--- config.mk ---
export PLATFORM = sky130hd
export DESIGN_NAME = spi_apb_master
export DESIGN_NICKNAME = d
export VERILOG_FILES = /design/src/rtl/spi_apb_pkg.sv /design/src/rtl/spi_apb_cmd_fifo.sv /design/src/rtl/spi_apb_master.sv
export SDC_FILE = /design/constraint.sdc
export NUM_CORES = 1
export LEC_CHECK = 0
export ABC_AREA = 1
export ABC_CLOCK_PERIOD_IN_PS = 1820
export CORE_ASPECT_RATIO = 1.2
export CORE_MARGIN = 4
export CORE_UTILIZATION = 46
export DETAILED_ROUTE_END_ITERATION = 6
export GPL_ROUTABILITY_DRIVEN = 0
export PLACE_DENSITY = 0.8
export SLEW_MARGIN = 20
export SYNTH_ARGS = -nofsm -noshare
export SYNTH_HDL_FRONTEND = slang
export SYNTH_SLANG_ARGS = --single-unit
--- constraint.sdc ---
create_clock -name PCLK -period 1.82 [get_ports PCLK]
set_clock_uncertainty 0.1 [all_clocks]
set_input_delay 0.182 -clock PCLK [delete_from_list [all_inputs] [get_ports PCLK]]
set_output_delay 0.182 -clock PCLK [all_outputs]
set_load 0.01 [all_outputs]
--- src/rtl/spi_apb_pkg.sv ---
// Shared definitions for the SPI register block APB requester: register map,
// requester FSM states and the layout of a queued command word.
package spi_apb_pkg;

    localparam int unsigned ADDR_W = 3;
    localparam int unsigned DATA_W = 8;

    localparam logic [ADDR_W-1:0] ADDR_CR1   = 3'd0;
    localparam logic [ADDR_W-1:0] ADDR_CR2   = 3'd1;
    localparam logic [ADDR_W-1:0] ADDR_BR    = 3'd2;
    localparam logic [ADDR_W-1:0] ADDR_DR_RD = 3'd3;
    localparam logic [ADDR_W-1:0] ADDR_SR    = 3'd4;
    localparam logic [ADDR_W-1:0] ADDR_DR_WR = 3'd5;

    // Command word: {write, addr[2:0], wdata[7:0]}
    localparam int unsigned CMD_W         = 1 + ADDR_W + DATA_W;
    localparam int unsigned CMD_WDATA_LSB = 0;
    localparam int unsigned CMD_ADDR_LSB  = DATA_W;
    localparam int unsigned CMD_WRITE_BIT = DATA_W + ADDR_W;

    typedef enum logic [1:0] {
        ST_IDLE,
        ST_SETUP,
        ST_ACCESS,
        ST_RESP
    } apb_state_e;

endpackage

--- src/rtl/spi_apb_cmd_fifo.sv ---
// Synchronous command FIFO; pointers carry one extra wrap bit to tell full from empty.
module spi_apb_cmd_fifo #(
    parameter int unsigned WIDTH = 12,
    parameter int unsigned DEPTH = 2
) (
    input  logic             clk,
    input  logic             rst_n,
    input  logic             push,
    input  logic             pop,
    input  logic [WIDTH-1:0] wdata,
    output logic [WIDTH-1:0] rdata,
    output logic             full,
    output logic             empty
);
    localparam int unsigned AW = $clog2(DEPTH);

    logic [AW:0]      wr_ptr_q, wr_ptr_d;
    logic [AW:0]      rd_ptr_q, rd_ptr_d;
    logic [WIDTH-1:0] mem_q [DEPTH];
    logic             do_push, do_pop;

    assign empty   = (wr_ptr_q == rd_ptr_q);
    assign full    = (wr_ptr_q[AW] != rd_ptr_q[AW]) &&
                     (wr_ptr_q[AW-1:0] == rd_ptr_q[AW-1:0]);
    assign do_pop  = pop && !empty;
    assign do_push = push && (!full || do_pop);
    assign rdata   = mem_q[rd_ptr_q[AW-1:0]];

    always_comb begin
        wr_ptr_d = wr_ptr_q;
        rd_ptr_d = rd_ptr_q;
        if (do_push) wr_ptr_d = wr_ptr_q + (AW+1)'(1);
        if (do_pop)  rd_ptr_d = rd_ptr_q + (AW+1)'(1);
    end

    always_ff @(posedge clk or negedge rst_n) begin
        if (!rst_n) begin
            wr_ptr_q <= '0;
            rd_ptr_q <= '0;
        end else begin
            wr_ptr_q <= wr_ptr_d;
            rd_ptr_q <= rd_ptr_d;
        end
    end

    always_ff @(posedge clk) begin
        if (do_push) mem_q[wr_ptr_q[AW-1:0]] <= wdata;
    end

endmodule

--- src/rtl/spi_apb_master.sv ---
// APB3 requester for the SPI register block: queues local register commands and
// runs each one as a SETUP/ACCESS transfer with wait-state and timeout handling.
module spi_apb_master
    import spi_apb_pkg::*;
#(
    parameter int unsigned CMD_DEPTH = 2,
    parameter int unsigned TIMEOUT   = 16
) (
    input  logic              PCLK,
    input  logic              PRESETn,
    input  logic              cmd_valid,
    output logic              cmd_ready,
    input  logic              cmd_write,
    input  logic [ADDR_W-1:0] cmd_addr,
    input  logic [DATA_W-1:0] cmd_wdata,
    output logic              rsp_valid,
    input  logic              rsp_ready,
    output logic [DATA_W-1:0] rsp_rdata,
    output logic              rsp_err,
    output logic              rsp_timeout,
    output logic              busy,
    output logic [ADDR_W-1:0] PADDR,
    output logic              PWRITE,
    output logic              PSEL,
    output logic              PENABLE,
    output logic [DATA_W-1:0] PWDATA,
    input  logic [DATA_W-1:0] PRDATA,
    input  logic              PREADY,
    input  logic              PSLVERR
);
    localparam int unsigned CNT_W = (TIMEOUT > 0) ? $clog2(TIMEOUT + 1) : 1;

    apb_state_e        state_q, state_d;
    logic [CMD_W-1:0]  fifo_wdata, fifo_head;
    logic              fifo_push, fifo_pop, fifo_full, fifo_empty;
    logic [CNT_W-1:0]  wait_cnt_q, wait_cnt_d;
    logic              timeout_hit;
    logic [ADDR_W-1:0] paddr_q, paddr_d;
    logic [DATA_W-1:0] pwdata_q, pwdata_d;
    logic              pwrite_q, pwrite_d;
    logic              psel_q, psel_d;
    logic              penable_q, penable_d;
    logic              rsp_valid_q, rsp_valid_d;
    logic [DATA_W-1:0] rsp_rdata_q, rsp_rdata_d;
    logic              rsp_err_q, rsp_err_d;
    logic              rsp_timeout_q, rsp_timeout_d;

    // cmd_ready depends only on the registered full flag, never on a same-cycle pop
    assign cmd_ready = ~fifo_full;
    assign fifo_push = cmd_valid & ~fifo_full;

    always_comb begin
        fifo_wdata                            = '0;
        fifo_wdata[CMD_WRITE_BIT]             = cmd_write;
        fifo_wdata[CMD_ADDR_LSB +: ADDR_W]    = cmd_addr;
        fifo_wdata[CMD_WDATA_LSB +: DATA_W]   = cmd_wdata;
    end

    spi_apb_cmd_fifo #(
        .WIDTH(CMD_W),
        .DEPTH(CMD_DEPTH)
    ) u_cmd_fifo (
        .clk  (PCLK),
        .rst_n(PRESETn),
        .push (fifo_push),
        .pop  (fifo_pop),
        .wdata(fifo_wdata),
        .rdata(fifo_head),
        .full (fifo_full),
        .empty(fifo_empty)
    );

    assign timeout_hit = (TIMEOUT != 0) && ((32'(wait_cnt_q) + 32'd1) == TIMEOUT);

    always_comb begin
        state_d       = state_q;
        fifo_pop      = 1'b0;
        wait_cnt_d    = wait_cnt_q;
        paddr_d       = paddr_q;
        pwdata_d      = pwdata_q;
        pwrite_d      = pwrite_q;
        psel_d        = psel_q;
        penable_d     = penable_q;
        rsp_valid_d   = rsp_valid_q;
        rsp_rdata_d   = rsp_rdata_q;
        rsp_err_d     = rsp_err_q;
        rsp_timeout_d = rsp_timeout_q;
        case (state_q)
            ST_IDLE: begin
                if (!fifo_empty) begin
                    fifo_pop   = 1'b1;
                    paddr_d    = fifo_head[CMD_ADDR_LSB +: ADDR_W];
                    pwdata_d   = fifo_head[CMD_WDATA_LSB +: DATA_W];
                    pwrite_d   = fifo_head[CMD_WRITE_BIT];
                    psel_d     = 1'b1;
                    penable_d  = 1'b0;
                    wait_cnt_d = '0;
                    state_d    = ST_SETUP;
                end
            end
            ST_SETUP: begin
                penable_d = 1'b1;
                state_d   = ST_ACCESS;
            end
            ST_ACCESS: begin
                if (PREADY) begin
                    rsp_rdata_d   = pwrite_q ? '0 : PRDATA;
                    rsp_err_d     = PSLVERR;
                    rsp_timeout_d = 1'b0;
                    rsp_valid_d   = 1'b1;
                    psel_d        = 1'b0;
                    penable_d     = 1'b0;
                    state_d       = ST_RESP;
                end else begin
                    wait_cnt_d = wait_cnt_q + CNT_W'(1);
                    if (timeout_hit) begin
                        rsp_rdata_d   = '0;
                        rsp_err_d     = 1'b1;
                        rsp_timeout_d = 1'b1;
                        rsp_valid_d   = 1'b1;
                        psel_d        = 1'b0;
                        penable_d     = 1'b0;
                        state_d       = ST_RESP;
                    end
                end
            end
            ST_RESP: begin
                if (rsp_ready) begin
                    rsp_valid_d = 1'b0;
                    state_d     = ST_IDLE;
                end
            end
            default: state_d = ST_IDLE;
        endcase
    end

    always_ff @(posedge PCLK or negedge PRESETn) begin
        if (!PRESETn) begin
            state_q       <= ST_IDLE;
            wait_cnt_q    <= '0;
            paddr_q       <= '0;
            pwdata_q      <= '0;
            pwrite_q      <= 1'b0;
            psel_q        <= 1'b0;
            penable_q     <= 1'b0;
            rsp_valid_q   <= 1'b0;
            rsp_rdata_q   <= '0;
            rsp_err_q     <= 1'b0;
            rsp_timeout_q <= 1'b0;
        end else begin
            state_q       <= state_d;
            wait_cnt_q    <= wait_cnt_d;
            paddr_q       <= paddr_d;
            pwdata_q      <= pwdata_d;
            pwrite_q      <= pwrite_d;
            psel_q        <= psel_d;
            penable_q     <= penable_d;
            rsp_valid_q   <= rsp_valid_d;
            rsp_rdata_q   <= rsp_rdata_d;
            rsp_err_q     <= rsp_err_d;
            rsp_timeout_q <= rsp_timeout_d;
        end
    end

    assign PADDR       = paddr_q;
    assign PWDATA      = pwdata_q;
    assign PWRITE      = pwrite_q;
    assign PSEL        = psel_q;
    assign PENABLE     = penable_q;
    assign rsp_valid   = rsp_valid_q;
    assign rsp_rdata   = rsp_rdata_q;
    assign rsp_err     = rsp_err_q;
    assign rsp_timeout = rsp_timeout_q;
    assign busy        = (state_q != ST_IDLE) || !fifo_empty;

endmodule

==> impl_metrics.ini, run 1 <==
[synthesis]
synth.most_common_cell = nand2_1
muxShareOfSynthArea = 0
post_synth.cell_area_avg_um2 = 10.85
synthCells = 240
yosys_warnings = 0
synth_area_leader_cell = dfrtp_1
synth_top_area_share = 0.3460
syn_area_um2 = 2604
synth_top_family_by_area = simple AND/OR/NAND/NOR gates
synth_flop_cell = dfrtp_1
synth_area_leaders = dfrtp_1 35%, edfxtp_1 28%, nand2_1 12%, o211ai_2 3.8%, or2_2 3.6%
ys_seq_area_frac = 0.6228
ys_ff_latch = 60
synthSimpleGateAreaFrac = 0.2186
async_reset_ff_frac = 0.6000
synth_nets = 273
synth_compound_area_frac = 0.06631
synth_enable_flop_cells = 24
synth_xor_area_frac = 0.01634
yosys-top-cells-count = 86 x nand2_1, 36 x dfrtp_1, 24 x edfxtp_1
synth-adder-area-share = 0.03364
ys_types = 26

[floorplanning]
die_y_um = 90.42
die-area_um2 = 6933
core_um2 = 5406
initial_core_util = 0.4816
die_w_um = 76.68
rows = 29
num_io_pins = 53

[worst_hold_path]
hp-class = input port to asynchronous set/reset pin

[cells_and_area]
fin_nets = 343
syn_to_final_growth_pct = 34.74
seqCellArea_um2 = 1622
antenna_cells = 0
nFillCells = 423
multi_input_area_um2 = 894.6
drive_gt1_frac = 0.1968
final_util = 0.6489
stdcell_count = 377

[grt]
grt_max_degree = 18
grt_pass1_vias = 1905
antenna_found_initial = 0
gr-total-overflow = 0
groute.usage.overall = 0.1635
grt_pass1_wl_mm = 8.714

[placed_design]
dp_cells = 357
port_buffers = 52
post-dp-hpwl_mm = 3.656

[clock_tree]
cts_sinks = 60
ctsLongestPathBuffers = 2
numCtsBuffers = 9
clock_latency_ns = 0.33
htree_num_levels = 3
clk_pin_slew_ns = 0.07
cts-root-buf = clkbuf_8
cts_tree = yes

[setup_path]
crit_slowest_cell = dfrtp_1
endpoint_kind = output pin
start_kind = flop
crit_arrival_ns = 1.43
crit_path_cell_trace = inv_1 > ha_4 > nand3_1 > dlygate4sd2_1
cp_max_fo = 3
critical_path_class = flop to output pin
max_stage_delay_ns = 0.39
cp.required_ns = 1.54

[sta]
fmax_mhz = 583.7
worst_pin_slew_ns = 0.3832
min_period_ns = 1.713
rsz0062_at_grt = true
hold_slack_ns = 0.2021
maxSlewViolCount = 0
finalHoldViolCount = 0
setup_viol = 0
fin_crit_sh = 0.9413
slew_headroom = 0.7446

[power_and_ir_drop]
power_density_nw_per_um2 = 1803
p_leak_nw = 1.608
power_w = 0.006325
ir_drop_mv = 0.9499

[drt]
routedWlPerCell_um = 13.61
drc = 0
routed_wl_mm = 5.132
via_per_inst = 4.905
first_pass_iters = 4
drtIter0Drc = 127
vias = 1849
ant_nets = 0

[outcome]
status = finished clean

[job]
drv_cap = 0
[worst max-delay path: cells and delay by family (launching register included)]
kind / cells / cell delay [ns]
buffers and inverters: 2 / 0.45
DFF: 1 / 0.39
adders and majority gates: 1 / 0.18
and+or+nand+nor: 1 / 0.09
[cell type report]
class                      count  area share
timing repair buffer          65      0.1819
sequential                    60      0.4622
multi-input combinational    159      0.2550
inverter                      15     0.01748
clock inverter                 7     0.02603
tap                           62     0.02211
clock buffer                   9     0.03531
[layout by cell type, fill, tap and decap left out, types with 3 or more instances in the layout]
| master | count |
|---|---|
| ha_1 | 6 |
| buf_4 | 10 |
| clkinv_2 | 3 |
| clkdlybuf4s50_1 | 49 |
| clkbuf_8 | 9 |
| nand4_1 | 4 |
| edfxtp_1 | 24 |
| a21oi_1 | 3 |
| nand2_1 | 86 |
| inv_1 | 14 |
| dfrtp_1 | 36 |
| nand3_1 | 9 |
| or2_2 | 15 |
| o21ai_0 | 3 |
| nor2_1 | 6 |
| o211ai_2 | 8 |
| o211ai_1 | 5 |
[flip-flops by register name (all words and copies together) (netlist names)]
name / cells
rsp_valid: 1
PENABLE: 1
PWRITE: 1
PADDR: 3
wait_cnt_q: 5
u_cmd_fifo.mem_q: 24
rsp_err: 1
rsp_timeout: 1
u_cmd_fifo.rd_ptr_q: 2
state_q: 2
u_cmd_fifo.wr_ptr_q: 2
rsp_rdata: 8
PSEL: 1
PWDATA: 8
[worst paths after layout]
| kind | slack, ns | to | cells past startpoint | start |
|---|---|---|---|---|
| min | 0.20 | PWDATA[0]$_DFFE_PN0P_ | 2 | PRESETn |
| min in group PCLK | 0.28 | rsp_rdata[2]$_DFFE_PN0P_ | 3 | PRDATA[2] |
| min reg2reg | 0.37 | rsp_rdata[0]$_DFFE_PN0P_ | 2 | rsp_rdata[0]$_DFFE_PN0P_ |
| max | 0.11 | busy | 4 | state_q[0]$_DFFE_PN0P_ |
| max reg2reg | 0.15 | wait_cnt_q[0]$_DFFE_PN0P_ | 8 | state_q[0]$_DFFE_PN0P_ |
| max in group asynchronous | 0.92 | wait_cnt_q[4]$_DFFE_PN0P_ | 3 | PRESETn |
[per-stage QoR]
step / setup slack (ns) / setup TNS (ns) / instance area, µm²
floorplan: 0.01349 / 0 / 2606
global placement: 0.1460 / 0 / 3243
detailed placement: 0.1193 / 0 / 3243
CTS: 0.04040 / 0 / 3496
global route: -0.0002591 / -0.0002591 / 3508
finish: 0.1068 / 0 / 3508
[routing by layer]
metal / global-route usage / routed length (µm)
met1: 0.1814 / 2039
met2: 0.2827 / 2757
met3: 0.03892 / 192
met4: 0.09517 / 142
met5: 0 / 0
[kinds of logic (layout without fill, tap and decap cells)]
group	count (synthesis)	in the layout
adder cells (fa/ha/maj)	7	7
flip-flops	60	60
buffers and inverters	21	96
AO/OA/AOI/OAI	20	20
AND/OR/NAND/NOR	128	128
XOR/XNOR	4	4
[what timing repair did]
action,4_1_cts,5_1_grt
endpoints found under the hold margin,15,0
setup buffers,3,0
gates resized for setup,3,2
hold buffers,1,0
pin swaps,1,0
setup endpoints to repair,2,2
[power by group]
group / total, W / internal (W) / switching, W
Clock: 0.00127 / 0.000764 / 0.000507
Combinational: 0.00279 / 0.00132 / 0.00147
Sequential: 0.00226 / 0.00197 / 0.000291
Power figures use the tool's default switching activity.
==> inputs of run 2 (changes only) <==
--- a/config.mk
+++ b/config.mk
@@ -12,7 +12,7 @@
 export CORE_UTILIZATION = 46
 export DETAILED_ROUTE_END_ITERATION = 6
 export GPL_ROUTABILITY_DRIVEN = 0
-export PLACE_DENSITY = 0.8
+export PLACE_DENSITY = 0.84
 export SLEW_MARGIN = 20
 export SYNTH_ARGS = -nofsm -noshare
 export SYNTH_HDL_FRONTEND = slang
==> impl_metrics.ini, run 2 (synthesis gave the netlist of run 1 again) <==
[grt]
use_met2 = 0.2813
busiest_layer = met2
grt_pass1_vias = 1897
met3_usage = 0.05190
grt_pass1_wl_mm = 8.852
use_met1 = 0.1821
gr-total-overflow = 0
groute.usage.overall = 0.1629
antenna_found_initial = 0
grt_max_degree = 37

[setup_path]
crit_path_cell_trace = xnor2_2 > nand3_1 > dlygate4sd2_1
cp.required_ns = 1.54
r2r_setup_slack_ns = 0.17
r2r_start = state_q[0]$_DFFE_PN0P_
cp_max_fo = 4
start_kind = flop
max_stage_delay_ns = 0.45
crit_arrival_ns = 1.44
crit_slowest_cell = dfrtp_1
reg2regPathDepth = 8
crit_start = u_cmd_fifo.wr_ptr_q[0]$_DFFE_PN0P_
critical_path_class = flop to output pin
endpoint_kind = output pin
r2r_end = wait_cnt_q[4]$_DFFE_PN0P_

[cells_and_area]
largest_register_ffs = 24
syn_to_final_growth_pct = 33.54
nFillCells = 436
final_cell_mix = 86 x nand2_1, 49 x clkdlybuf4s50_1, 36 x dfrtp_1, 24 x edfxtp_1, 15 x or2_2
fin_nets = 342
drive_gt1_frac = 0.1911
antenna_cells = 0
mostFrequentLayoutCell = nand2_1

[drt]
first_pass_iters = 4
ant_nets = 0
drtIter0Drc = 145
routed_wl_mm = 5.099
vias = 1871
via_per_inst = 4.976
drc = 0
routedWlPerCell_um = 13.56

[worst_hold_path]
whs_endpoint = rsp_rdata[1]$_DFFE_PN0P_
min_path_cells = 3
hp-class = input port to flop
hp-start = PRDATA[1]

[outcome]
status = finished clean

[clock_tree]
numCtsBuffers = 9
ctsLongestPathBuffers = 2
clk_pin_slew_ns = 0.07
cts_sinks = 60
clock_latency_ns = 0.33
cts_tree = yes
htree_num_levels = 3
cts-root-buf = clkbuf_8

[sta]
rsz0062_at_grt = false
fmax_mhz = 582.0
maxSlewViolCount = 0
min_period_ns = 1.718
finalHoldViolCount = 0
fin_crit_sh = 0.9441
slew_headroom = 0.6960
setup_tns_ns = 0
setup_viol = 0
worst_pin_slew_ns = 0.4560
hold_slack_ns = 0.2849

[power_and_ir_drop]
power_density_nw_per_um2 = 1791
p_leak_nw = 1.587
ir_drop_mv = 0.8845

[floorplanning]
core_um2 = 5406
die_w_um = 76.68
die_y_um = 90.42
die-area_um2 = 6933
num_io_pins = 53
rows = 29
initial_core_util = 0.4816

[job]
drv_cap = 0

[placed_design]
port_buffers = 52
post-dp-hpwl_mm = 3.554
-- run 2: report_power, final --
group | total, W | internal [W] | leakage (nW) | switching (W)
Clock | 0.00115 | 0.000631 | 0.0927 | 0.000519
Sequential | 0.00226 | 0.00197 | 0.674 | 0.000286
Combinational | 0.00282 | 0.00133 | 0.820 | 0.00149
Total | 0.00623 | 0.00393 | 1.59 | 0.00230
-- run 2: repair_timing --
item,in CTS,in global routing
endpoints found under the setup margin,2,1
hold endpoints to repair,36,0
buffers inserted,3,0
gates cloned,0,0
hold buffers,1,0
resized for setup,4,1
pin swaps,1,0
-- run 2: final cells by class --
type                       instances  area, µm²  share of cell area
multi-input combinational        159      894.6              0.2573
timing repair buffer              64      630.6              0.1814
clock inverter                     6      63.81             0.01835
tap                               62      77.57             0.02231
sequential                        60       1622              0.4664
clock buffer                      10      127.6             0.03670
inverter                          15      61.31             0.01763
-- run 2: layer usage --
layer,wire length (µm),up-vias
li1,-,928
met1,2087,888
met2,2661,47
met3,269,8
met4,81,0
met5,0,-
-- run 2: how the worst max path moves through the flow --
stage / end / slack, ns
after floorplan: u_cmd_fifo.mem_q[1][0]$_DFFE_PP_ / 0.01
after global routing: state_q[1]$_DFFE_PN0P_ / 0.01
final: busy / 0.10
after global placement: busy / 0.15
after detailed placement: busy / 0.09
after CTS: busy / 0.07
-- run 2: per-stage QoR --
stage | instances | utilization | area (µm²) | total power (W) | worst slack, ns
final | 376 | 0.6431 | 3477 | 0.006228 | 0.1018
after global routing | 376 | 0.6431 | 3477 | 0.006683 | 0.01201
after CTS | 376 | 0.6413 | 3467 | 0.006261 | 0.06505
after detailed placement | 356 | 0.5985 | 3236 | 0.005022 | 0.09375
after global placement | 356 | 0.5985 | 3236 | 0.004927 | 0.1463
after floorplan | 240 | - | 2606 | 0.003919 | 0.01349
-- run 2: worst max-delay path: cells and delay by family, from the launching register on --
family	cells	cell delay, ns
XOR/XNOR	1	0.24
buffers and inverters	1	0.30
flip-flops	1	0.45
AND/OR/NAND/NOR	1	0.13
==> inputs of run 3 (changes only) <==
--- a/config.mk
+++ b/config.mk
@@ -13,6 +13,7 @@
 export DETAILED_ROUTE_END_ITERATION = 6
 export GPL_ROUTABILITY_DRIVEN = 0
 export PLACE_DENSITY = 0.84
+export REMOVE_ABC_BUFFERS = 1
 export SLEW_MARGIN = 20
 export SYNTH_ARGS = -nofsm -noshare
 export SYNTH_HDL_FRONTEND = slang
==> impl_metrics.ini, run 3 (synthesis gave the netlist of run 1 again) <==
[outcome]
status = finished clean

[floorplanning]
core_um2 = 5406
rows = 29
die_w_um = 76.68
die-area_um2 = 6933
die_y_um = 90.42
num_io_pins = 53
initial_core_util = 0.4816

[grt]
groute.usage.overall = 0.1615
antenna_found_initial = 0
grt_max_degree = 37
gr-total-overflow = 0
grt_pass1_wl_mm = 8.783
grt_pass1_vias = 1883

[drt]
routed_wl_mm = 5.188
ant_nets = 0
drc = 0
first_pass_iters = 4
routedWlPerCell_um = 13.76
drtIter0Drc = 90
vias = 1885
via_per_inst = 5.000

[worst_hold_path]
min_path_cells = 3
hp-class = input port to flop
whs_endpoint = rsp_rdata[0]$_DFFE_PN0P_
hp-start = PRDATA[0]

[sta]
setup_ws_ns = 0.07714
slew_headroom = 0.6857
min_period_ns = 1.743
setup_viol = 0
maxSlewViolCount = 0
fmax_mhz = 573.8
rsz0062_at_grt = false
worst_pin_slew_ns = 0.4714
finalHoldViolCount = 0
fin_crit_sh = 0.9576

[setup_path]
endpoint_kind = output pin
r2r_setup_slack_ns = 0.20
crit_arrival_ns = 1.46
r2r_start = wait_cnt_q[0]$_DFFE_PN0P_
cp.required_ns = 1.54
reg2regPathDepth = 8
critical_path_class = flop to output pin
r2r_end = state_q[0]$_DFFE_PN0P_
start_kind = flop
cp_max_fo = 4

[cells_and_area]
drive_gt1_frac = 0.1937
final_cell_mix = 86 x nand2_1, 49 x clkdlybuf4s50_1, 36 x dfrtp_1, 24 x edfxtp_1, 15 x or2_2
final_util = 0.6408
fin_nets = 343
largest_register_ffs = 24
mostFrequentLayoutCell = nand2_1
nFillCells = 425
syn_to_final_growth_pct = 33.06
antenna_cells = 0

[power_and_ir_drop]
ir_drop_mv = 1.223
power_density_nw_per_um2 = 1792
p_leak_nw = 1.596

[clock_tree]
cts-root-buf = clkbuf_8
clock_latency_ns = 0.33
numCtsBuffers = 9
clk_pin_slew_ns = 0.07
ctsLongestPathBuffers = 2
cts_tree = yes
htree_num_levels = 3
cts_sinks = 60

[placed_design]
port_buffers = 52
post-dp-hpwl_mm = 3.622
pre_cts_slack_ns = 0.09760

[job]
drv_cap = 0
## run 3: changes by cell type in the layout (fill, tap and decap cells not counted), sizes merged
cell | before | now
clkinv | 2 | 5
clkinvlp | 2 | 0
buf | 12 | 13
clkbuf | 10 | 9
## run 3: worst max path at each step
stage                     depth (start not counted)  slack, ns                               start                          endpoint
final                                             3       0.08  u_cmd_fifo.wr_ptr_q[0]$_DFFE_PN0P_                         cmd_ready
after global routing                              8     0.0008           wait_cnt_q[0]$_DFFE_PN0P_           rsp_timeout$_DFFE_PN0P_
after CTS                                         4       0.06              state_q[1]$_DFFE_PN0P_                              busy
after detailed placement                          4        0.1              state_q[0]$_DFFE_PN0P_                              busy
after global placement                            4       0.14              state_q[0]$_DFFE_PN0P_                              busy
after floorplan                                   4      -0.26  u_cmd_fifo.rd_ptr_q[0]$_DFFE_PN0P_  u_cmd_fifo.mem_q[0][0]$_DFFE_PP_
## run 3: critical path, cell delays in order, from the launching register on
cell and delay, ns:
dfrtp_1 0.44, xnor2_2 0.25, nand2_1 0.14, dlygate4sd2_1 0.31
## run 3: routing by layer
| metal | track usage | vias up | share of wire |
|---|---|---|---|
| met5 | 0 | - | 0 |
| met1 | 0.1731 | 904 | 0.39 |
| met2 | 0.2936 | 44 | 0.56 |
| li1 | - | 933 | - |
| met4 | 0.06798 | 0 | 0.0094 |
| met3 | 0.04491 | 4 | 0.043 |
## run 3: repair_timing
action	in CTS	in global routing
buffers inserted	3	0
endpoints found under the setup margin	2	1
endpoints found under the hold margin	36	0
hold buffers	1	0
pin swaps	1	0
gates resized for setup	4	1
## run 3: through the flow
step	hold slack, ns	std cells	instance area (µm²)	TNS (ns)	total power [W]
after floorplan	-0.2136	234	2555	-4.361	0.003775
after global placement	0.1500	357	3216	0	0.004856
after detailed placement	0.1547	357	3216	0	0.004976
after CTS	0.2584	377	3455	0	0.006258
after global routing	0.2993	377	3465	0	0.006656
final	0.2807	377	3465	0	0.006210
## run 3: area by class of cell
class / count / area (µm²) / share of cell area
well taps: 62 / 77.57 / 0.02239
inverters: 15 / 61.31 / 0.01770
flip-flops and latches: 60 / 1622 / 0.4680
multi-input cells: 159 / 892.1 / 0.2575
repair buffers: 65 / 613.1 / 0.1770
clock buffers: 9 / 123.9 / 0.03575
clock inverters: 7 / 75.07 / 0.02167
## run 3: where the power goes
part           switching, W  internal (W)  leakage [nW]
clock network      0.000541      0.000638         0.104
logic               0.00149       0.00129         0.819
registers          0.000280       0.00197         0.674
total               0.00231       0.00390          1.60
